`src/rtl/normalize_round_pipe_if.sv`:
```
// Handshake/data bundle for normalize_round_pipe: upstream product side and downstream result side.
// slave = the pipe itself, master = whoever drives the product and consumes the result.
interface normalize_round_pipe_if #(
    parameter int unsigned MANT_W = 24,
    parameter int unsigned EXP_W  = 10
);
    logic                  in_valid;
    logic                  in_ready;
    logic [2*MANT_W-1:0]   p;
    logic [EXP_W-1:0]      exp_in;
    logic                  sign_in;
    logic [2:0]            round_mode;
    logic                  out_valid;
    logic                  out_ready;
    logic [MANT_W-1:0]     mant_out;
    logic [EXP_W-1:0]      exp_out;
    logic                  sign_out;
    logic                  inexact;

    modport master (
        output in_valid, p, exp_in, sign_in, round_mode, out_ready,
        input  in_ready, out_valid, mant_out, exp_out, sign_out, inexact
    );

    modport slave (
        input  in_valid, p, exp_in, sign_in, round_mode, out_ready,
        output in_ready, out_valid, mant_out, exp_out, sign_out, inexact
    );
endinterface

```
`src/rtl/normalize_round_pipe.sv`:
```
// Two-stage normalise (stage 1) and round (stage 2) pipe for the FP multiplier significand.
// Optional NORM_LZC_EN: full leading-zero normalisation of subnormal products in stage 1.
module normalize_round_pipe #(
    parameter int unsigned MANT_W = 24,
    parameter int unsigned EXP_W  = 10
) (
    input logic                   clk,
    input logic                   rst_n,
    normalize_round_pipe_if.slave bus
);
    localparam int unsigned PW  = 2 * MANT_W;
    localparam int unsigned LZW = $clog2(PW);

    logic [PW-1:0]     pn;
    logic [EXP_W-1:0]  en;

`ifdef NORM_LZC_EN
    logic [LZW-1:0] lzc;
    logic           found;

    // P = 0 leaves lzc at 0 so the exponent passes through untouched.
    always_comb begin
        lzc   = '0;
        found = 1'b0;
        for (int i = PW - 2; i >= 0; i--) begin
            if (!found && bus.p[i]) begin
                lzc   = LZW'(PW - 2 - i);
                found = 1'b1;
            end
        end
        pn = bus.p;
        en = bus.exp_in;
        if (!bus.p[PW-1]) begin
            pn = bus.p << lzc;
            en = bus.exp_in - EXP_W'(lzc);
        end
    end
`else
    assign pn = bus.p;
    assign en = bus.exp_in;
`endif

    logic [MANT_W-1:0] m1_d, m1_q;
    logic              g1_d, g1_q, s1_d, s1_q;
    logic [EXP_W-1:0]  e1_d, e1_q;
    logic              sign1_q;
    logic [2:0]        mode1_q;
    logic              v1_q;

    always_comb begin
        if (pn[PW-1]) begin
            m1_d = pn[PW-1:MANT_W];
            g1_d = pn[MANT_W-1];
            s1_d = |pn[MANT_W-2:0];
            e1_d = en + EXP_W'(1);
        end else begin
            m1_d = pn[PW-2:MANT_W-1];
            g1_d = pn[MANT_W-2];
            s1_d = |pn[MANT_W-3:0];
            e1_d = en;
        end
    end

    logic              up;
    logic [MANT_W:0]   sum;
    logic [MANT_W-1:0] mant_d, mant_q;
    logic [EXP_W-1:0]  exp_d, exp_q;
    logic              sign_q, inexact_q, v2_q;

    always_comb begin
        case (mode1_q)
            3'd1:    up = 1'b0;
            3'd2:    up = (g1_q | s1_q) & ~sign1_q;
            3'd3:    up = (g1_q | s1_q) & sign1_q;
            3'd4:    up = g1_q;
            3'd5:    up = g1_q | s1_q;
            default: up = g1_q & (s1_q | m1_q[0]);
        endcase
        sum = {1'b0, m1_q} + {{MANT_W{1'b0}}, up};
        // Carry-out only when m was all ones: result is exactly 1.0 at the next binade.
        if (sum[MANT_W]) begin
            mant_d = {1'b1, {(MANT_W-1){1'b0}}};
            exp_d  = e1_q + EXP_W'(1);
        end else begin
            mant_d = sum[MANT_W-1:0];
            exp_d  = e1_q;
        end
    end

    logic ld2, ld1;
    assign ld2          = ~v2_q | bus.out_ready;
    assign ld1          = ~v1_q | ld2;
    assign bus.in_ready = ld1;

    always_ff @(posedge clk or negedge rst_n) begin
        if (!rst_n) begin
            v1_q      <= 1'b0;
            m1_q      <= '0;
            g1_q      <= 1'b0;
            s1_q      <= 1'b0;
            e1_q      <= '0;
            sign1_q   <= 1'b0;
            mode1_q   <= '0;
            v2_q      <= 1'b0;
            mant_q    <= '0;
            exp_q     <= '0;
            sign_q    <= 1'b0;
            inexact_q <= 1'b0;
        end else begin
            if (ld1) begin
                v1_q    <= bus.in_valid;
                m1_q    <= m1_d;
                g1_q    <= g1_d;
                s1_q    <= s1_d;
                e1_q    <= e1_d;
                sign1_q <= bus.sign_in;
                mode1_q <= bus.round_mode;
            end
            if (ld2) begin
                v2_q      <= v1_q;
                mant_q    <= mant_d;
                exp_q     <= exp_d;
                sign_q    <= sign1_q;
                inexact_q <= g1_q | s1_q;
            end
        end
    end

    assign bus.out_valid = v2_q;
    assign bus.mant_out  = mant_q;
    assign bus.exp_out   = exp_q;
    assign bus.sign_out  = sign_q;
    assign bus.inexact   = inexact_q;
endmodule

```
`src/flat_wrapper.sv`:
```
// flat-port wrapper written by rule: the top's interface ports become plain ports
module normalize_round_pipe_flat 
#(
    parameter int unsigned MANT_W = 24,
    parameter int unsigned EXP_W  = 10
)
  (clk, rst_n, bus_in_valid, bus_p, bus_exp_in, bus_sign_in, bus_round_mode, bus_out_ready, bus_in_ready, bus_out_valid, bus_mant_out, bus_exp_out, bus_sign_out, bus_inexact);
  normalize_round_pipe_if #(.MANT_W(MANT_W), .EXP_W(EXP_W)) bus_i ();
  input logic clk;
  input logic rst_n;
  input wire logic [$bits(bus_i.in_valid)-1:0] bus_in_valid;
  input wire logic [$bits(bus_i.p)-1:0] bus_p;
  input wire logic [$bits(bus_i.exp_in)-1:0] bus_exp_in;
  input wire logic [$bits(bus_i.sign_in)-1:0] bus_sign_in;
  input wire logic [$bits(bus_i.round_mode)-1:0] bus_round_mode;
  input wire logic [$bits(bus_i.out_ready)-1:0] bus_out_ready;
  output wire logic [$bits(bus_i.in_ready)-1:0] bus_in_ready;
  output wire logic [$bits(bus_i.out_valid)-1:0] bus_out_valid;
  output wire logic [$bits(bus_i.mant_out)-1:0] bus_mant_out;
  output wire logic [$bits(bus_i.exp_out)-1:0] bus_exp_out;
  output wire logic [$bits(bus_i.sign_out)-1:0] bus_sign_out;
  output wire logic [$bits(bus_i.inexact)-1:0] bus_inexact;
  assign bus_i.in_valid = bus_in_valid;
  assign bus_i.p = bus_p;
  assign bus_i.exp_in = bus_exp_in;
  assign bus_i.sign_in = bus_sign_in;
  assign bus_i.round_mode = bus_round_mode;
  assign bus_i.out_ready = bus_out_ready;
  assign bus_in_ready = bus_i.in_ready;
  assign bus_out_valid = bus_i.out_valid;
  assign bus_mant_out = bus_i.mant_out;
  assign bus_exp_out = bus_i.exp_out;
  assign bus_sign_out = bus_i.sign_out;
  assign bus_inexact = bus_i.inexact;
  normalize_round_pipe #(.MANT_W(MANT_W), .EXP_W(EXP_W)) u_core (.clk(clk), .rst_n(rst_n), .bus(bus_i));
endmodule
```
`config.mk`:
```
export PLATFORM = sky130hd
export DESIGN_NAME = normalize_round_pipe_flat
export DESIGN_NICKNAME = d
export VERILOG_FILES = /design/src/rtl/normalize_round_pipe_if.sv /design/src/rtl/normalize_round_pipe.sv /design/src/flat_wrapper.sv
export SDC_FILE = /design/constraint.sdc
export NUM_CORES = 1
export LEC_CHECK = 0
export ABC_AREA = 1
export CORE_MARGIN = 1.5
export CORE_UTILIZATION = 45
export CTS_BUF_LIST = sky130_fd_sc_hd__clkbuf_8
export DETAILED_ROUTE_END_ITERATION = 7
export GPL_TIMING_DRIVEN = 0
export PLACE_DENSITY = 0.73
export SYNTH_ARGS = -nofsm -noshare
export SYNTH_HDL_FRONTEND = slang
export SYNTH_SLANG_ARGS = --single-unit
```
`constraint.sdc`:
```
create_clock -name clk -period 3 [get_ports clk]
set_clock_uncertainty 0.15 [all_clocks]
set_input_delay 0.6 -clock clk [delete_from_list [all_inputs] [get_ports clk]]
set_output_delay 0.6 -clock clk [all_outputs]
set_load 0.005 [all_outputs]
```
# [Word-level counts from Yosys, hierarchy flattened]
# Index checks and enable logic that the tools add are counted.
[classes] add_sub_neg=3 n_eq_ne=5 muxes=7 n_bitwise=10 n_reduce_logical=2
[op_table] operator="24-bit two-way mux" n=2
[op_table] operator="24-bit by 1-bit adder with 25-bit output" n=1
[op_table] operator="23-bit OR reduction" n=1
[op_table] operator="22-bit OR reduction" n=1
[op_table] operator="10-bit by 1-bit adder with 10-bit output (second input constant)" n=2
[op_table] operator="10-bit two-way mux" n=2
[op_table] operator="3-bit by 2-bit == test with 1-bit output (second input constant)" n=2
[op_table] operator="3-bit == test (second input constant)" n=2
[op_table] operator="1-bit case mux with 5 select lines" n=1
[op_table] operator="1-bit OR" n=4
[op_table] operator="1-bit bitwise AND" n=3
[op_table] operator="3-bit by 1-bit == test with 1-bit output (second input constant)" n=1
[op_table] operator="1-bit inverter" n=3
[op_table] operator="1-bit two-way mux" n=2
[totals] reg_bits=78 in_bits=66

# [Logic depth before layout (Yosys ltp)]
# Gate-level depths: netlist (run 1).
[logic_depth] word_depth=5 depth_mapped=16 depth_no_buf=16

# [Worst setup path before layout (run 1)]
# No wires, ideal clock.
[synth_timing] path_type="reg2reg" from="reg u_core.mode1_q[1]" to="reg u_core.mant_q[10] (netlist: u_core.bus.mant_out[10])" setup_ps=121 arrival_ps=1950 required_time_ps=2729 path_slack_ps=779 path_stages_with_launch=16 cell_sequence="dfrtp_1 inv_1 nand2_1 o32ai_1 nand2_1 o21ai_0 ha_1 ha_1 nand3_4 inv_2 nand2_2 nor2_4 nand2_1 nand2_1 buf_6 o21ai_1"
[synth_via] elab_chain_len=4 word_cells_on_any_way=8 classes_between="add/sub (1); eq/ne (5); mux (2)"
[synth_rtl] element="from (decl)" line="normalize_round_pipe.sv:47" source="logic [2:0] mode1_q;"
[synth_rtl] element="from (signal assigned)" line="normalize_round_pipe.sv:117" source="mode1_q <= bus.round_mode;"
[synth_rtl] element="3-bit == test, or another cell as far along" line="normalize_round_pipe.sv:71" source="case (mode1_q)"
[synth_rtl] element="1-bit case mux with 5 select lines *" line="normalize_round_pipe.sv:71"
[synth_rtl] element="24-bit by 1-bit adder with 25-bit output *" line="normalize_round_pipe.sv:79" source="sum = {1'b0, m1_q} + {{MANT_W{1'b0}}, up};"
[synth_rtl] element="24-bit two-way mux *" line="normalize_round_pipe.sv:81" source="if (sum[MANT_W]) begin"
[synth_rtl] element="to (signal assigned)" line="normalize_round_pipe.sv:121" source="mant_q <= mant_d;"
[synth_rtl] element="to (decl)" line="normalize_round_pipe.sv:66" source="logic [MANT_W-1:0] mant_d, mant_q;"
# Every way passes the cells marked *; elsewhere a longest branch is shown, timed or not.
# A chain may end at the register's enable or synchronous reset.

# [Worst setup path in the final report (run 1)]
[layout_timing] from="in bus_out_ready" to="out bus_in_ready"
[layout_via] elab_chain_len=2
[layout_rtl] element="from (decl)" line="flat_wrapper.sv:16" source="input wire logic [$bits(bus_i.out_ready)-1:0] bus_out_ready;"
[layout_rtl] element="1-bit OR" line="normalize_round_pipe.sv:91" source="assign ld2 = ~v2_q | bus.out_ready;"
[layout_rtl] element="1-bit OR" line="normalize_round_pipe.sv:92" source="assign ld1 = ~v1_q | ld2;"
[layout_rtl] element="to (decl)" line="flat_wrapper.sv:17" source="output wire logic [$bits(bus_i.in_ready)-1:0] bus_in_ready;"
# Every way passes these cells.

==> results by group, run 1 <==
Outcome
  – Result of the run: finished clean

Die
  – DIE AREA: 10,300 sq um
  – Effective utilization at floorplan: 0.469
  – Top-level I/O count: 104
  – Die Span Y: 102 microns
  – Site Rows: 35
  – Placeable core region: 9330 sq um
  – Die extent in x: 102 microns

Pwr
  – Sequential share of power: 0.489
  – Max rail drop VDD: 246 uV
  – Clock Power Share: 0.255
  – Cell-internal power: 1.90 mW
  – Switching Share: 0.307
  – Total power density per cell area: 478 nW/um^2
  – Reported net switching power: 0.842 mW
  – Combinational group share of total power: 0.257
  – Static leakage: 2.58 nW

Setup path
  – Kind of launch point of the worst setup path: primary input
  – Data required time of the critical path: 2250 ps
  – Signal arrival time at the worst endpoint: 2160 ps
  – Cell Chain, Critical Path: clkdlybuf4s50_1 > nor2_4 > inv_2 > nor2_4 > inv_4 > clkdlybuf4s50_1
  – Worst Path Max Fanout: 23
  – Delay contributed by the slowest stage of the critical path: 470 ps
  – Cell with the largest stage delay on the worst path: sky130_fd_sc_hd__clkdlybuf4s50_1
  – Setup Crit Path Kind: in2out
  – Endpoint kind of the worst setup timing path: primary output

STA
  – Count of final setup violators: 0
  – Worst slew margin relative to its limit: 0.649
  – Number of max-slew violations in the final report: 0
  – Post-route clock period utilization: 0.972
  – Peak Freq: 0.343 GHz
  – RSZ-0062 raised after global routing: false
  – Setup total negative slack: 0 ps
  – Final period demand of the worst path: 2910 ps
  – Fin. Hold Viols: 0
  – Transition at the pin with the smallest max-transition slack: 526 ps

Detailed routing
  – Router iterations before antenna repair: 7
  – Number of vias after detailed routing: 4,275
  – First-iteration detailed-routing DRC count: 238
  – DRC violations left: 0
  – Number of nets still failing antenna checks after routing: 0
  – Detailed-route wire length: 11.2 mm
  – Vias per cell: 5.14
  – Post-DR wirelength/cell: 13.5 microns

Place
  – Number of buffer cells added on primary ports: 102
  – DP Cell Count: 819
  – Placer's final routability congestion estimate: 0.900
  – Half-perimeter wire length after detailed placement: 8.90 mm

Finish
  – Area Growth Syn to Fin: 31.3%
  – Antenna diode count: 0
  – Share of cells above drive strength 1: 0.0640
  – Final #Nets: 770
  – Count of placed standard cells in the final layout, fillers left out: 832
  – Fill cell total of the finished layout: 878

Global routing
  – Final global-route overflow total: 0
  – Global router's overall resource usage: 0.234
  – Maximum number of pins on one net before global-route repair: 43
  – Vias in the first global route: 4,022
  – First-pass GRT wire length: 19.1 mm
  – Initial antenna violation count: 0

Synthesis
  – Yosys warning total: 0
  – EDFF count, synth: 0
  – Sequential cell area fraction in the yosys report: 0.446
  – Number of register bits inferred by synthesis: 78
  – Post-synth cell types: 34
  – Async SR Flop Fraction: 1.00
  – Syn Std Cell Area: 4370 sq um
  – Net count after synthesis: 658
  – Instance count of the mapped netlist: 587
  – Syn_area_per_cell: 7.45 sq um
  – Top_reg_cell synth: sky130_fd_sc_hd__dfrtp_1

Clock tree
  – H-tree lvl count: 3
  – Root buf cell: sky130_fd_sc_hd__clkbuf_8
  – Number of buffers created by CTS: 9
  – Clock transition at the register clock pins on the worst setup and hold paths after CTS: 80 ps
  – Buffers from clock root to sink, at most: 2
  – Clock tree from TritonCTS: yes
  – Clk sink count: 78
  – Latest clock arrival within the worst-skew pair: 350 ps
  – Hold_buf cts: 0

Flow run
  – Max-cap violations: 0

Min path
  – Worst min-delay path class: in2async
==> worst max-delay path, delay by kind of cell <==
kind / cells / cell delay, ps
buffers and inverters: 4 / 1170
and+or+nand+nor: 2 / 370
==> sequential cells by signal (all words and copies together) (netlist names) <==
register and cells:
u_core.bus.inexact 1, u_core.mode1_q 3, u_core.s1_q 1, u_core.e1_q 10
u_core.bus.sign_out 1, u_core.v1_q 1, u_core.g1_q 1, u_core.m1_q 24
u_core.sign1_q 1, u_core.bus.exp_out 10, u_core.bus.mant_out 24, u_core.bus.out_valid 1
==> layout make-up <==
| class | instances | area (sq um) | area share |
|---|---|---|---|
| Tap cell | 129 | 161 | 0.0281 |
| Buffer | 19 | 91.3 | 0.0159 |
| Multi-Input combinational cell | 444 | 2150 | 0.375 |
| Clock buffer | 11 | 151 | 0.0264 |
| Clock inverter | 4 | 23.8 | 0.00414 |
| Inverter | 44 | 169 | 0.0294 |
| Timing Repair Buffer | 103 | 1040 | 0.181 |
| Sequential cell | 78 | 1950 | 0.340 |
==> metal layers <==
layer	vias to the layer above	global-route usage	routed length [microns]
li1	2127	-	-
met1	1979	0.327	5180
met2	159	0.382	5230
met3	10	0.0338	712
met4	0	0.0652	114
met5	-	0	0
==> cells by family after synthesis <==
kind of cell,share of synthesized area
AOI/OAI and AO/OA,0.0981
xor gates and xnor gates,0.0380
adders and majority gates,0.0143
buffers and inverters,0.0612
DFF,0.446
and+or+nand+nor,0.342
==> worst paths after layout <==
| kind | startpoint | to | slack (ps) | cells after the start |
|---|---|---|---|---|
| min | rst_n | u_core.m1_q[4]$_DFFE_PN0P_ | 50 | 1 |
| max reg2reg | u_core.mode1_q[1]$_DFFE_PN0P_ | u_core.bus.mant_out[14]$_DFFE_PN0P_ | 330 | 15 |
| max in group asynchronous | rst_n | u_core.bus.exp_out[2]$_DFFE_PN0P_ | 2040 | 2 |
| min in group clk | u_core.bus.mant_out[20]$_DFFE_PN0P_ | u_core.bus.mant_out[20]$_DFFE_PN0P_ | 330 | 2 |
| min reg2reg | u_core.bus.mant_out[20]$_DFFE_PN0P_ | u_core.bus.mant_out[20]$_DFFE_PN0P_ | 330 | 2 |
| max | bus_out_ready | bus_in_ready | 90 | 6 |
==> power groups by stage <==
stage | Combinational [mW] | Clock (mW) | Sequential [mW]
after floorplan | 0.328 | 0 | 1.33
after global placement | 0.688 | 0 | 1.35
after detailed placement | 0.707 | 0 | 1.36
after CTS | 0.708 | 0.721 | 1.34
after global routing | 0.789 | 0.768 | 1.36
final | 0.704 | 0.699 | 1.34
==> through the flow <==
step	worst slack, ps	hold WS [ps]	util	instance area (sq um)	power, mW
CTS	48.0	59.4	0.616	5740	2.77
global route	3.85	72.3	0.616	5740	2.92
detailed placement	-234	317	0.598	5570	2.07
finish	85.3	52.0	0.616	5740	2.75
floorplan	779	154	-	4370	1.66
global placement	-1420	313	0.596	5560	2.04
==> synth_stat cells, types with 2 or more instances <==
master | number | area [sq um]
sky130_fd_sc_hd__inv_1 | 40 | 150
sky130_fd_sc_hd__xor2_1 | 14 | 123
sky130_fd_sc_hd__ha_1 | 5 | 62.6
sky130_fd_sc_hd__o21ai_1 | 11 | 55.1
sky130_fd_sc_hd__nor4_1 | 4 | 25.0
sky130_fd_sc_hd__nor2_1 | 60 | 225
sky130_fd_sc_hd__nor3_1 | 5 | 25.0
sky130_fd_sc_hd__nand4_1 | 4 | 25.0
sky130_fd_sc_hd__nand3_1 | 41 | 205
sky130_fd_sc_hd__a31oi_1 | 23 | 144
sky130_fd_sc_hd__or2_2 | 3 | 18.8
sky130_fd_sc_hd__buf_6 | 2 | 22.5
sky130_fd_sc_hd__xnor2_1 | 5 | 43.8
sky130_fd_sc_hd__nand2_2 | 3 | 18.8
sky130_fd_sc_hd__nand3_2 | 2 | 20.0
sky130_fd_sc_hd__clkbuf_1 | 11 | 41.3
sky130_fd_sc_hd__nor2_4 | 7 | 78.8
sky130_fd_sc_hd__buf_1 | 2 | 7.51
sky130_fd_sc_hd__nand2_1 | 213 | 800
sky130_fd_sc_hd__o211ai_1 | 3 | 22.5
sky130_fd_sc_hd__dfrtp_1 | 78 | 1950
sky130_fd_sc_hd__inv_2 | 3 | 11.3
sky130_fd_sc_hd__nand3b_1 | 5 | 37.5
sky130_fd_sc_hd__o21ai_0 | 26 | 130
sky130_fd_sc_hd__buf_2 | 6 | 30.0
sky130_fd_sc_hd__o21bai_1 | 3 | 22.5
==> cell usage in the layout, fill, tap and decap left out, types with 14 or more instances in the layout <==
master and count:
sky130_fd_sc_hd__nand2_1 213, sky130_fd_sc_hd__dfrtp_1 78, sky130_fd_sc_hd__xor2_1 14, sky130_fd_sc_hd__o21ai_0 26
sky130_fd_sc_hd__nor2_1 60, sky130_fd_sc_hd__inv_1 41, sky130_fd_sc_hd__nand3_1 41, sky130_fd_sc_hd__a31oi_1 23
sky130_fd_sc_hd__clkdlybuf4s50_1 101
==> timing repair <==
action                     in CTS  in global routing
pin swaps                       0                  1
setup endpoints to repair       1                  1
resized for setup               1                  0
buffers inserted                0                  0
(Power assumes the default switching activity.)
==> inputs of run 2 (changes only) <==
Settings changed: MAX_ROUTING_LAYER from default to met4.
==> run 2 against run 1 <==
  * Global-route usage up 0.58 points
  * Core utilization rose by 0.60 points
  * Largest power group unchanged
  * Clock power is 12% higher
  * Sequential power is essentially flat
  * Final cell count grew 0.48%
  * Highest routed layer unchanged
  * Sequential cell count did not move
  * Sequential share of layout area down 0.33 points
  * Via count fell by 2.7%
==> results by group, run 2 (same netlist as run 1, synthesis figures left out) <==
Outcome
  – Result of the run: finished clean

Setup path
  – Logic depth of the worst setup path including buffers: 6
  – Endpoint kind of the worst setup timing path: primary output
  – Crit. Startpoint: bus_out_ready
  – Kind of launch point of the worst setup path: primary input
  – Worst Path Max Fanout: 23
  – Setup Crit Path Kind: in2out
  – Family with the most delay on the worst path: buffers and inverters
  – Register-to-Register Path Depth: 15
  – Data required time of the critical path: 2250 ps
  – Cell with the largest stage delay on the worst path: sky130_fd_sc_hd__clkdlybuf4s50_1
  – Buffers and inverters on the worst path: 4
  – Delay contributed by the slowest stage of the critical path: 540 ps
  – Cell Chain, Critical Path: clkdlybuf4s50_1 > nor2_4 > inv_2 > nor2_4 > inv_4 > clkdlybuf4s50_1
  – Signal arrival time at the worst endpoint: 2150 ps
  – Reg2reg start: u_core.mode1_q[1]$_DFFE_PN0P_

Clock tree
  – Root buf cell: sky130_fd_sc_hd__clkbuf_8
  – Buffers from clock root to sink, at most: 2
  – H-tree lvl count: 3
  – Clock tree from TritonCTS: yes
  – Number of buffers created by CTS: 9
  – Clk sink count: 78
  – Clock transition at the register clock pins on the worst setup and hold paths after CTS: 70 ps
  – Latest clock arrival within the worst-skew pair: 350 ps

Detailed routing
  – Wire length on met1: 5.31 mm
  – First-iteration detailed-routing DRC count: 258
  – Post-DR wirelength/cell: 13.3 microns
  – Top layer in use: met4
  – Detailed-route wire length: 11.1 mm
  – Router iterations before antenna repair: 5
  – Number of vias after detailed routing: 4,160
  – Vias per cell: 4.98
  – Met3 wire length: 555 microns
  – Number of nets still failing antenna checks after routing: 0
  – DRC violations left: 0
  – WL met2: 5.06 mm

Finish
  – Antenna diode count: 0
  – Fill cell total of the finished layout: 853
  – Commonest cells after routing, fill and taps aside: 213 x sky130_fd_sc_hd__nand2_1, 101 x sky130_fd_sc_hd__clkdlybuf4s50_1, 78 x sky130_fd_sc_hd__dfrtp_1, 60 x sky130_fd_sc_hd__nor2_1, 41 x sky130_fd_sc_hd__nand3_1
  – Count of placed standard cells in the final layout, fillers left out: 836
  – Final #Nets: 773
  – Most common cell after layout, fill and taps aside: sky130_fd_sc_hd__nand2_1
  – Area Growth Syn to Fin: 32.6%
  – Share of cells above drive strength 1: 0.0693

Place
  – Placer's final routability congestion estimate: 0.858
  – Half-perimeter wire length after detailed placement: 8.78 mm
  – Number of buffer cells added on primary ports: 102
  – DP Cell Count: 819
  – DP Worst Slack: -233 ps

Die
  – DIE AREA: 10,300 sq um
  – Site Rows: 35
  – Die Span Y: 102 microns
  – Top-level I/O count: 104
  – Die extent in x: 102 microns
  – Placeable core region: 9330 sq um
  – Effective utilization at floorplan: 0.469

Pwr
  – Reported net switching power: 0.857 mW
  – Switching Share: 0.303
  – Clock Power Share: 0.277
  – Max rail drop VDD: 229 uV
  – Sequential share of power: 0.472
  – Cell-internal power: 1.98 mW
  – Total Power Consumption: 2.83 mW
  – Combinational group share of total power: 0.250
  – Total power density per cell area: 489 nW/um^2
  – Static leakage: 2.61 nW

STA
  – Transition at the pin with the smallest max-transition slack: 489 ps
  – Worst hold margin: 335 ps
  – Fin. Hold Viols: 0
  – Number of max-slew violations in the final report: 0
  – Worst slew margin relative to its limit: 0.674
  – Peak Freq: 0.345 GHz
  – Post-route clock period utilization: 0.966
  – Final period demand of the worst path: 2900 ps
  – Setup total negative slack: 0 ps
  – Count of final setup violators: 0
  – RSZ-0062 raised after global routing: false
  – Crit path setup slack, layout: 101 ps

Min path
  – Worst min-delay path class: reg2reg
  – Worst Hold Path Cells: 2
  – Source of the worst hold timing path: u_core.bus.exp_out[9]$_DFFE_PN0P_

Global routing
  – Maximum number of pins on one net before global-route repair: 61
  – First-pass GRT wire length: 18.8 mm
  – Global router's overall resource usage: 0.240
  – Initial antenna violation count: 0
  – Vias in the first global route: 3,963
  – Final global-route overflow total: 0

Flow run
  – Max-cap violations: 0
run 2: final cells by class:
class	instances	area (sq um)	area share
clock buffers	10	138	0.0237
inverters	44	169	0.0291
repair buffers	106	1070	0.185
plain buffers	19	91.3	0.0158
well taps	129	161	0.0278
flip-flops and latches	78	1950	0.337
clock inverters	6	61.3	0.0106
multi-input cells	444	2150	0.372
run 2: timing repair:
| item | CTS | global route |
|---|---|---|
| endpoints found under the hold margin | 18 | 0 |
| hold buffers | 1 | 0 |
| pin swaps | 0 | 1 |
| setup buffers | 0 | 2 |
| endpoints found under the setup margin | 1 | 1 |
| gates resized for setup | 1 | 0 |
run 2: worst register-to-register path: cells and delay by family (launching register included):
| kind | cells | cell delay, ps |
|---|---|---|
| buffers and inverters | 3 | 320 |
| and+or+nand+nor | 7 | 680 |
| DFF | 1 | 390 |
| adders and majority gates | 2 | 570 |
| AOI/OAI and AO/OA | 3 | 450 |
run 2: power groups by stage:
stage	Combinational, mW	Sequential (mW)	Clock [mW]
global placement	0.691	1.35	0
detailed placement	0.709	1.36	0
global route	0.798	1.36	0.847
floorplan	0.328	1.33	0
finish	0.709	1.34	0.786
CTS	0.713	1.34	0.803
run 2: per-layer routing:
metal  GRT usage  vias up
met4      0.0769        0
met2       0.369      132
met3      0.0304       13
met1       0.331     1889
li1            -     2126
met5           -        -
run 2: stage by stage:
step,area (sq um),utilization
2_1_floorplan,4370,-
3_3_place_gp,5560,0.596
3_5_place_dp,5580,0.598
4_1_cts,5780,0.620
5_1_grt,5800,0.622
6_report,5800,0.622
run 2: final timing paths:
kind | end | slack, ps
setup / recovery | bus_in_ready | 100
hold reg to reg | u_core.bus.exp_out[9]$_DFFE_PN0P_ | 330
setup reg to reg | u_core.bus.mant_out[17]$_DFFE_PN0P_ | 330
max in group asynchronous | u_core.bus.mant_out[0]$_DFFE_PN0P_ | 1600
hold / removal | u_core.bus.exp_out[9]$_DFFE_PN0P_ | 330
min in group asynchronous | u_core.m1_q[4]$_DFFE_PN0P_ | 520
